--- config.mk ---
export PLATFORM = sky130hd
export DESIGN_NAME = vram_arbiter
export DESIGN_NICKNAME = d
export VERILOG_FILES = /design/src/rtl/vram_pkg.sv /design/src/rtl/arb_rr2_lock.sv /design/src/rtl/vram_arbiter.sv
export SDC_FILE = /design/constraint.sdc
export NUM_CORES = 1
export LEC_CHECK = 0
export CORE_MARGIN = 2
export CORE_UTILIZATION = 28
export DETAILED_ROUTE_END_ITERATION = 8
export GPL_TIMING_DRIVEN = 0
export PLACE_DENSITY = 0.85
export SYNTH_ARGS = -nofsm -noshare
export SYNTH_HDL_FRONTEND = slang
export SYNTH_SLANG_ARGS = --single-unit
--- constraint.sdc ---
create_clock -name clk -period 5.55 [get_ports clk]
set_input_delay 0.8325 -clock clk [delete_from_list [all_inputs] [get_ports clk]]
set_output_delay 0.8325 -clock clk [all_outputs]
set_load 0.02 [all_outputs]
--- src/rtl/vram_pkg.sv ---
// vram_pkg: shared definitions for the video RAM arbiter.
//   - VRAM_ADDR_W / VRAM_DATA_W / VRAM_MASK_W: geometry of the 16K x 24 single-port RAM,
//     written in 4-bit nibbles (one write-enable bit per nibble).
//   - req_id_e: identifies which requester owns an access or a pending read return.
package vram_pkg;

    localparam int unsigned VRAM_ADDR_W = 14;
    localparam int unsigned VRAM_DATA_W = 24;
    localparam int unsigned VRAM_MASK_W = VRAM_DATA_W / 4;

    typedef enum logic [1:0] {
        REQ_NONE = 2'd0,
        REQ_VID  = 2'd1,
        REQ_BLT  = 2'd2,
        REQ_CPU  = 2'd3
    } req_id_e;

endpackage

--- src/rtl/arb_rr2_lock.sv ---
// arb_rr2_lock: two-way round-robin arbiter with a lock for requester A and a
// starvation guard for requester B.
//
// Ports
//   clk      in   system clock, rising edge
//   reset_n  in   asynchronous active-low reset
//   req_a    in   requester A (blitter) wants an access
//   req_b    in   requester B (CPU) wants an access
//   lock_a   in   A asks to keep the grant on consecutive cycles
//   block    in   a higher-priority requester owns this cycle; nobody here is granted
//   gnt_a    out  A granted this cycle
//   gnt_b    out  B granted this cycle
//
// Round-robin state remembers which of A/B was granted last (reset: B, so A wins first).
// While A holds a lock, B's waiting cycles are counted; when the count reaches
// MAX_WAIT-1, B is granted on that cycle regardless of the lock.
module arb_rr2_lock #(
    parameter int unsigned MAX_WAIT = 8
) (
    input  logic clk,
    input  logic reset_n,
    input  logic req_a,
    input  logic req_b,
    input  logic lock_a,
    input  logic block,
    output logic gnt_a,
    output logic gnt_b
);

    localparam int unsigned CNT_W = $clog2(MAX_WAIT + 1);
    localparam logic [CNT_W-1:0] CNT_LIMIT = CNT_W'(MAX_WAIT - 1);

    logic             last_a_q, last_a_d;
    logic [CNT_W-1:0] wait_cnt_q, wait_cnt_d;
    logic             lock_hold;
    logic             starved;

    // Lock only applies when A actually owned the previous A/B grant.
    assign lock_hold = lock_a && req_a && last_a_q;
    assign starved   = (wait_cnt_q == CNT_LIMIT);

    always_comb begin
        gnt_a = 1'b0;
        gnt_b = 1'b0;
        if (!block) begin
            if (req_a && req_b) begin
                if (lock_hold) begin
                    if (starved) begin
                        gnt_b = 1'b1;
                    end else begin
                        gnt_a = 1'b1;
                    end
                end else if (last_a_q) begin
                    gnt_b = 1'b1;
                end else begin
                    gnt_a = 1'b1;
                end
            end else begin
                gnt_a = req_a;
                gnt_b = req_b;
            end
        end
    end

    always_comb begin
        last_a_d = last_a_q;
        if (gnt_a) begin
            last_a_d = 1'b1;
        end else if (gnt_b) begin
            last_a_d = 1'b0;
        end
    end

    // Only cycles that A wins under lock count; cycles lost to a blocking
    // requester leave the count unchanged.
    always_comb begin
        wait_cnt_d = wait_cnt_q;
        if (!req_b || gnt_b) begin
            wait_cnt_d = '0;
        end else if (gnt_a && lock_a && (wait_cnt_q != CNT_LIMIT)) begin
            wait_cnt_d = wait_cnt_q + CNT_W'(1);
        end
    end

    always_ff @(posedge clk or negedge reset_n) begin
        if (!reset_n) begin
            last_a_q   <= 1'b0;
            wait_cnt_q <= '0;
        end else begin
            last_a_q   <= last_a_d;
            wait_cnt_q <= wait_cnt_d;
        end
    end

endmodule

--- src/rtl/vram_arbiter.sv ---
// vram_arbiter: shares one single-port video RAM (registered read, nibble write
// mask) between video scan-out, blitter and CPU. One access per clock.
//
// Ports
//   clk, reset_n                     clock, asynchronous active-low reset
//   vid_req/vid_addr                 video read request (highest priority)
//   vid_ack, vid_rvalid              accepted this cycle / read data valid next cycle
//   blt_req/blt_lock/blt_addr/       blitter request, lock, address,
//   blt_we/blt_wdata                 nibble write mask (0 = read), write data
//   blt_ack, blt_rvalid              accepted / read data valid
//   cpu_req/cpu_addr/cpu_we/         CPU request, address, nibble mask (0 = read),
//   cpu_wdata                        write data
//   cpu_ack, cpu_rvalid              accepted / read data valid
//   rdata                            shared read data (RAM output), qualified by *_rvalid
//   ram_addr/ram_we/ram_wdata        RAM port drive
//   ram_rdata                        RAM registered read data
//
// Video always wins; blitter and CPU share the rest through arb_rr2_lock.
// A tag register remembers who issued the read in flight so the right
// *_rvalid fires one cycle after the ack.
module vram_arbiter
    import vram_pkg::*;
#(
    parameter int unsigned ADDR_W       = VRAM_ADDR_W,
    parameter int unsigned DATA_W       = VRAM_DATA_W,
    parameter int unsigned MASK_W       = VRAM_MASK_W,
    parameter int unsigned CPU_MAX_WAIT = 8
) (
    input  logic              clk,
    input  logic              reset_n,

    input  logic              vid_req,
    input  logic [ADDR_W-1:0] vid_addr,
    output logic              vid_ack,
    output logic              vid_rvalid,

    input  logic              blt_req,
    input  logic              blt_lock,
    input  logic [ADDR_W-1:0] blt_addr,
    input  logic [MASK_W-1:0] blt_we,
    input  logic [DATA_W-1:0] blt_wdata,
    output logic              blt_ack,
    output logic              blt_rvalid,

    input  logic              cpu_req,
    input  logic [ADDR_W-1:0] cpu_addr,
    input  logic [MASK_W-1:0] cpu_we,
    input  logic [DATA_W-1:0] cpu_wdata,
    output logic              cpu_ack,
    output logic              cpu_rvalid,

    output logic [DATA_W-1:0] rdata,

    output logic [ADDR_W-1:0] ram_addr,
    output logic [MASK_W-1:0] ram_we,
    output logic [DATA_W-1:0] ram_wdata,
    input  logic [DATA_W-1:0] ram_rdata
);

    logic              blt_gnt;
    logic              cpu_gnt;
    logic [ADDR_W-1:0] addr_q;
    req_id_e           rv_tag_q, rv_tag_d;

    arb_rr2_lock #(
        .MAX_WAIT (CPU_MAX_WAIT)
    ) u_arb (
        .clk     (clk),
        .reset_n (reset_n),
        .req_a   (blt_req),
        .req_b   (cpu_req),
        .lock_a  (blt_lock),
        .block   (vid_req),
        .gnt_a   (blt_gnt),
        .gnt_b   (cpu_gnt)
    );

    // Acks are suppressed while reset is asserted so no access reaches the RAM.
    assign vid_ack = reset_n & vid_req;
    assign blt_ack = reset_n & blt_gnt;
    assign cpu_ack = reset_n & cpu_gnt;

    // Idle cycles keep the last address on the RAM and never write.
    always_comb begin
        ram_addr  = addr_q;
        ram_we    = '0;
        ram_wdata = '0;
        rv_tag_d  = REQ_NONE;
        if (vid_ack) begin
            ram_addr = vid_addr;
            rv_tag_d = REQ_VID;
        end else if (blt_ack) begin
            ram_addr  = blt_addr;
            ram_we    = blt_we;
            ram_wdata = blt_wdata;
            if (blt_we == '0) begin
                rv_tag_d = REQ_BLT;
            end
        end else if (cpu_ack) begin
            ram_addr  = cpu_addr;
            ram_we    = cpu_we;
            ram_wdata = cpu_wdata;
            if (cpu_we == '0) begin
                rv_tag_d = REQ_CPU;
            end
        end
    end

    always_ff @(posedge clk or negedge reset_n) begin
        if (!reset_n) begin
            addr_q   <= '0;
            rv_tag_q <= REQ_NONE;
        end else begin
            addr_q   <= ram_addr;
            rv_tag_q <= rv_tag_d;
        end
    end

    assign vid_rvalid = (rv_tag_q == REQ_VID);
    assign blt_rvalid = (rv_tag_q == REQ_BLT);
    assign cpu_rvalid = (rv_tag_q == REQ_CPU);
    assign rdata      = ram_rdata;

endmodule

* Word level (Yosys, flattened, before mapping)
Cells that the tools add are included.
Word-level totals: bits in registers 21, input bits 132, output and inout port bits 74, logic and storage cells 52
Operators by class: add/sub/neg operators 1, eq/ne operators 5, muxes and demuxes 28, bitwise gates (word level) 3, reductions and logical operators 11
Operator list (number):
- $mux W24 | 3
- $mux W14 | 3
- $mux W6 | 3
- $logic_not A6 Y1 | 2
- $mux W1 | 12
- $mux W2 | 5
- $mux W4 | 2
- $logic_and A1 B1 Y1 | 5
- $add A4 B1 Y4 const B | 1
- $eq A2 B2 Y1 const B | 2
- $eq A4 B3 Y1 const B | 1
- $ne A4 B3 Y1 const B | 1
- $reduce_bool A2 Y1 | 2
- $and A1 B1 Y1 | 3
- $eq A2 B1 Y1 const B | 1
- $logic_not A1 Y1 | 1
- $logic_or A1 B1 Y1 | 1

* Longest topological paths before layout
Gate-level depths: netlist of the first run.
word-level depth 9, mapped depth 7, mapped depth without buffers 5

* Cells and area by module
Synthesis of the first run repeated with hierarchy kept, for this count alone.
Second synthesis, totals: cells, all modules 251, area, all modules 1981.9 µm²
Modules (own cells, without submodules):
- vram_arbiter | instances 1, cells each 215, area an instance 1646.6 µm², sequential area each 400.4 µm²
- arb_rr2_lock | instances 1, cells each 36, area an instance 335.3 µm², sequential area each 125.1 µm²

* Worst setup path after synthesis of the first run
Ideal clock, no wire load.
path kind input-to-output, start input port blt_lock, end output port ram_addr[10], data arrival time 2042 ps, required time 4718 ps, setup slack 2675 ps, stages 6, path buffers 2, path through nand2b_1 -> a311oi_2 -> buf_6 -> buf_12 -> mux2i_1 -> a21oi_1
On the way: cells in the longest elaborated chain, start to end 9, elaborated cells between the ends (all ways) 13, classes of those cells mux (9); bitwise (2); reduce/logical (2)
Ends and longest elaborated chain:
- start: declaration | line vram_arbiter.sv:38 | input logic blt_lock,
- $logic_and A1 B1 Y1 * (2 in a row) | line arb_rr2_lock.sv:39 | assign lock_hold = lock_a && req_a && last_a_q;
- $mux W1 | line arb_rr2_lock.sv:47 | if (lock_hold) begin
- $mux W1 | line arb_rr2_lock.sv:46 | if (req_a && req_b) begin
- $mux W1 | line arb_rr2_lock.sv:45 | if (!block) begin
- $and A1 B1 Y1 | line vram_arbiter.sv:81 | assign cpu_ack = reset_n & cpu_gnt;
- $mux W14 | line vram_arbiter.sv:99 | end else if (cpu_ack) begin
- $mux W14 * | line vram_arbiter.sv:92 | end else if (blt_ack) begin
- $mux W14 * | line vram_arbiter.sv:89 | if (vid_ack) begin
- end: declaration | line vram_arbiter.sv:54 | output logic [ADDR_W-1:0] ram_addr,
Every way passes the cells marked *; elsewhere a longest branch is shown, timed or not.

* Worst setup path after layout of the first run
start input port reset_n, end output port ram_wdata[18]
On the way: cells in the longest elaborated chain, start to end 4, elaborated cells between the ends (all ways) 6, classes of those cells mux (3); bitwise (3)
Ends and longest elaborated chain:
- start: declaration | line vram_arbiter.sv:30 | input logic reset_n,
- $and A1 B1 Y1 | line vram_arbiter.sv:81
- $mux W24 | line vram_arbiter.sv:99
- $mux W24 | line vram_arbiter.sv:92
- $mux W24 * | line vram_arbiter.sv:89
- end: declaration | line vram_arbiter.sv:56 | output logic [DATA_W-1:0] ram_wdata,
Marked as above.

==> qor.csv, run 1 <==
metric;value;unit
DRT Pass-1 Iters;4;
Max stage delay on crit path;1.15;ns
Synth top area share;31.79;%
vias in the first global route;2277;
cts repair resizes;0;
slew of the pin with the lowest slew margin;1.034;ns
clk_skew;0.003416;ns
CTS root buffer;clkbuf_8;
footprint of the multi-input gates;860.8;um2
DRT iter0 DRCs;27;
register area;525.5;um2
antenna fix cells;0;
Leakage;0.001436;uW
maximum vdd drop;0.1130;mV
DR vias;2137;
Hold WC Path Type;flip-flop to flip-flop;
Avg WL per Cell;17.49;um
max cap viols;0;
core region area;0.005608;mm2
cts hold-fix bufs;0;
Die X;80.83;um
largest net degree at the start of global routing;25;
register area share after synthesis;31.79;%
FMAX;210.3;MHz
Slew HR;30.88;%
PortBufs;181;
final hold vios;0;
outcome;complete, no violations;
Post-synth EDFFs;0;
sum of negative setup slack;0;ns
# DRC;0;
RSZ-0062 raised after global routing;false;
final WL;7.503;mm
Critical Path Stages;6;
fillers;492;
share of post-route cells with drive strength above 1;11.48;%
# clock sinks;21;
critical path, cell by cell;clkdlybuf4s50_1 -> nand2_1 -> nor2_1 -> buf_2 -> a22o_1 -> clkdlybuf4s50_1;
Layout area overhead;117.8;%
first-pass GRT wire length;10.75;mm
Rows;27;
H-tree depth;1;
Antenna Violating Nets Remaining;0;
Max clock buf depth;2;
DR vias/cell;4.981;
Final #Nets;491;
Starting Density;29.47;%
Power Density;159.0;mW/mm2
Yosys top cell by area;dfrtp_1;
asr flop ratio synth;100.0;%
die height;80.83;um
Avg Inst Size Synth;9.610;um2
total gr overflow;0;
Setup crit start kind;primary input;
critical path class;primary input to output port;
unique cell type count in the Yosys netlist;33;
mapped cell area;0.001653;mm2
routability congestion estimate;0.7650;
dpl hpwl;6.279;mm
Top Ports;206;
# setup viols final;0;
cells on worst reg2reg path;6;
Area after DPL;0.003555;mm2
antenna violations before repair;0;
crit path max-delay cell type;clkdlybuf4s50_1;
syn_nets;305;
CP arrival;3.92;ns
max-slew violations;0;
fin area;0.003600;mm2
CP Data Required Time;4.72;ns
Post-CTS Setup Bufs;0;
die area;0.006533;mm2
Area contributors post-synth;dfrtp_1, a22o_1, buf_4;
Post-Synthesis Cells;172;
Hold Path Cell Cnt;2;
CTS tree;done;
CTS Buf Count;3;
Final period util;85.66;%
Final Critical Period;4.754;ns
CP Capture Type;output port;
Crit path max-delay family;buffers and inverters;
YS warnings;0;
total track usage;21.08;%
clock transition at the registers of the reported paths;0.08;ns
Post-synth top flop;dfrtp_1;
cell mode on critical path;clkdlybuf4s50_1;
CP Buf/Inv Count;3;
clock latency at the later pin of the worst-skew pair;0.25;ns
Crit Path Max Fanout;24;
final core occ;64.19;%
FF+latch count, synth;21;
-- cell usage after synthesis (2+ instances only) --
| cell type | number |
|---|---|
| buf_4 | 24 |
| inv_1 | 2 |
| a21oi_1 | 14 |
| xor2_1 | 2 |
| o32ai_1 | 14 |
| nor2b_1 | 2 |
| nand2_1 | 6 |
| buf_2 | 8 |
| nand3_1 | 4 |
| dfrtp_1 | 21 |
| mux2i_1 | 16 |
| clkbuf_1 | 2 |
| nor2_1 | 6 |
| a22o_1 | 31 |
| nand2b_1 | 2 |
-- report_power, final --
group	leakage [uW]	internal (uW)	switching [uW]	total, uW
combinational	0.00116	170	125	295
sequential	0.000250	171	6.89	178
clock	0.0000228	51.0	47.8	98.8
total	0.00144	392	180	572
-- placed cells by master, fill, tap and decap left out, drive strengths merged, types with 4 or more instances in the layout --
cell type,n
o32ai,14
nand2,6
dfrtp,21
mux2i,16
nor2,6
buf,34
a22o,31
nand3,4
a21oi,15
clkbuf,6
clkdlybuf4s50,181
-- metal layers --
metal / up-vias / global-route usage (%) / part of all wire, %
met5: - / 0 / 0
met4: 0 / 4.407 / 1.2
met3: 6 / 5.000 / 11
met2: 121 / 40.50 / 52
met1: 1000 / 23.37 / 36
li1: 1010 / - / -
-- sequential cells by signal (all words and copies together), names as in the netlist --
name              count
addr_q               14
rv_tag_q              2
u_arb.last_a_q        1
u_arb.wait_cnt_q      4
-- metrics by stage --
stage               cells  hold WS, ns  power [uW]  setup slack [ns]
finish                429       0.5622       572.2            0.7957
global route          429       0.6023       603.0            0.4678
CTS                   429       0.5630       576.3            0.6860
detailed placement    425       0.5456       477.2            0.6878
global placement      425       0.5381       471.6            0.7147
floorplan             172       0.5087       304.6             2.675
-- layout make-up --
class                      instances  area share (%)
timing repair buffer             181           50.33
multi-input combinational        113           23.91
sequential                        21           14.60
buffer                            36           7.195
tap                               72           2.503
clock buffer                       4           1.251
inverter                           2          0.2086
-- logic make-up (layout without fill, tap and decap cells) --
group / after synthesis / after routing / synth area share [%]
adders and majority gates: 1 / 1 / 0.7569
buffers and inverters: 38 / 223 / 16.12
DFF: 21 / 21 / 31.79
muxes: 16 / 16 / 9.689
and+or+nand+nor: 29 / 29 / 9.161
xor gates and xnor gates: 2 / 2 / 1.060
AOI/OAI and AO/OA: 65 / 65 / 31.42
-- worst register-to-register path: cells and delay by family, from the launching register on --
kind                     cells  cell delay [ns]
buffers and inverters        1             0.26
adder cells (fa/ha/maj)      1             0.21
flip-flops                   1             0.39
AND/OR/NAND/NOR              1             0.17
AO/OA/AOI/OAI                3             0.73
-- path summary, 6_finish.rpt --
check                           slack (ns)                 from                   to
min in group asynchronous             1.14              reset_n       u_arb.last_a_q
max in group asynchronous             3.79              reset_n          rv_tag_q[1]
worst min-delay path                  0.56  u_arb.wait_cnt_q[1]  u_arb.wait_cnt_q[1]
worst max-delay path                  0.80              reset_n        ram_wdata[18]
worst max register to register        3.66  u_arb.wait_cnt_q[0]            addr_q[8]
worst min register to register        0.56  u_arb.wait_cnt_q[1]  u_arb.wait_cnt_q[1]
Note: power is estimated with default switching activity, not from simulation.
==> inputs of run 2 (changes only) <==
CORE_ASPECT_RATIO = 0.75   (was not set)
==> qor.csv, run 2 (synthesis gave the netlist of run 1 again) <==
metric;value;unit
die height;70.54;um
Antenna Violating Nets Remaining;0;
DRT Pass-1 Iters;4;
clock latency at the later pin of the worst-skew pair;0.27;ns
core region area;0.005766;mm2
RSZ-0062 raised after global routing;false;
max cap viols;0;
vias in the first global route;2004;
Largest Register;addr_q;
PortBufs;181;
most used routing layer;met2;
commonest non-fill, non-tap cell in the layout;clkdlybuf4s50_1;
final hold vios;0;
max-slew violations;0;
dpl hpwl;5.626;mm
M1 GR Usage;24.80;%
# DRC;0;
slew of the pin with the lowest slew margin;1.098;ns
sw frac;32.18;%
Avg WL per Cell;15.54;um
antenna violations before repair;0;
Max clock buf depth;2;
final WL;6.762;mm
Die X;92.72;um
clock transition at the registers of the reported paths;0.09;ns
met2 GRT Util;34.23;%
dpl cells;431;
total track usage;19.25;%
cts hold-fix bufs;0;
CTS tree;done;
DR vias/cell;4.818;
Internal;391.7;uW
share of power burned in registers;30.9;%
sum of negative setup slack;0;ns
first-pass GRT wire length;10.19;mm
critical path class;primary input to output port;
Leakage;0.001435;uW
commonest cells after routing, fill and taps aside;clkdlybuf4s50_1, a22o_1, buf_4;
CP Capture Type;output port;
Setup crit start kind;primary input;
total gr overflow;0;
share of post-route cells with drive strength above 1;11.76;%
Hold WC Path Type;flip-flop to flip-flop;
Crit Path Max Fanout;24;
CP Data Required Time;4.72;ns
FMAX;210.5;MHz
CTS root buffer;clkbuf_8;
Net Sw Power;185.8;uW
Starting Density;28.67;%
Post-CTS Setup Bufs;0;
CTS Buf Count;3;
maximum vdd drop;0.1604;mV
Final #Nets;491;
cts repair resizes;0;
routability congestion estimate;0.7914;
Final period util;85.58;%
final core occ;62.63;%
logic gate share of total power;50.8;%
H-tree depth;1;
Top Ports;206;
hold slack;0.5597;ns
fillers;490;
DRT iter0 DRCs;65;
Power Density;159.9;mW/mm2
die area;0.006540;mm2
CP arrival;3.92;ns
largest net degree at the start of global routing;25;
Slew HR;26.58;%
Clk network pwr share;18.3;%
top flop regs;addr_q x14, u_arb.wait_cnt_q x4, rv_tag_q x2;
antenna fix cells;0;
# clock sinks;21;
clk_skew;0.01224;ns
outcome;complete, no violations;
met3 GRT Util;5.325;%
Largest register FFs;14;
Layout area overhead;118.5;%
Final Critical Period;4.750;ns
final cell count without fillers;435;
DR vias;2096;
# setup viols final;0;
Rows;24;
-- run 2: cell count changes in the layout (fill, tap and decap cells not counted), sizes merged --
| cell | before | now |
|---|---|---|
| clkbuf | 6 | 5 |
| clkinvlp | 0 | 1 |
-- run 2: area by class of cell --
| cell class | count | area (um2) | share of cell area [%] |
|---|---|---|---|
| plain buffers | 36 | 259.0 | 7.173 |
| clock buffers | 3 | 41.29 | 1.143 |
| clock inverters | 1 | 7.507 | 0.2079 |
| inverters | 2 | 7.507 | 0.2079 |
| multi-input cells | 113 | 860.8 | 23.84 |
| flip-flops and latches | 21 | 525.5 | 14.55 |
| well taps | 78 | 97.59 | 2.703 |
| repair buffers | 181 | 1812 | 50.17 |
-- run 2: through the flow --
stage / setup slack, ns / power [uW] / cell area [um2]
final: 0.8002 / 577.5 / 3611
after global routing: 0.4560 / 605.7 / 3611
after CTS: 0.7432 / 581.4 / 3611
after detailed placement: 0.7683 / 474.8 / 3562
after global placement: 0.7980 / 470.5 / 3562
after floorplan: 2.675 / 304.6 / 1653
-- run 2: power by group through the flow --
stage / Clock [uW] / Sequential, uW / Combinational [uW]
final: 106 / 178 / 293
after global placement: 0 / 181 / 290
after CTS: 108 / 179 / 295
after detailed placement: 0 / 181 / 293
after floorplan: 0 / 180 / 125
after global routing: 115 / 180 / 311
-- run 2: worst max-delay path: stages --
cell and delay [ns]:
clkdlybuf4s50_1 1.01, nand2_1 0.54, clkbuf_1 0.50, o32ai_1 0.19, a21oi_1 0.20, clkdlybuf4s50_1 0.65
-- run 2: metal layers --
| layer | part of all wire [%] | up-vias | routed length [um] |
|---|---|---|---|
| met5 | 0 | - | 0 |
| met4 | 0.25 | 0 | 17 |
| met3 | 7.3 | 2 | 493 |
| met2 | 51 | 86 | 3454 |
| met1 | 41 | 997 | 2797 |
| li1 | - | 1011 | - |
-- run 2: path summary, 6_finish.rpt --
kind	startpoint	endpoint	slack, ns	depth (start not counted)
min in group asynchronous	reset_n	addr_q[9]	1.15	1
max reg2reg	u_arb.wait_cnt_q[0]	addr_q[3]	3.61	6
max	reset_n	ram_addr[7]	0.80	6
min	u_arb.wait_cnt_q[1]	u_arb.wait_cnt_q[1]	0.56	2
min reg2reg	u_arb.wait_cnt_q[1]	u_arb.wait_cnt_q[1]	0.56	2
max in group asynchronous	reset_n	addr_q[2]	3.73	1
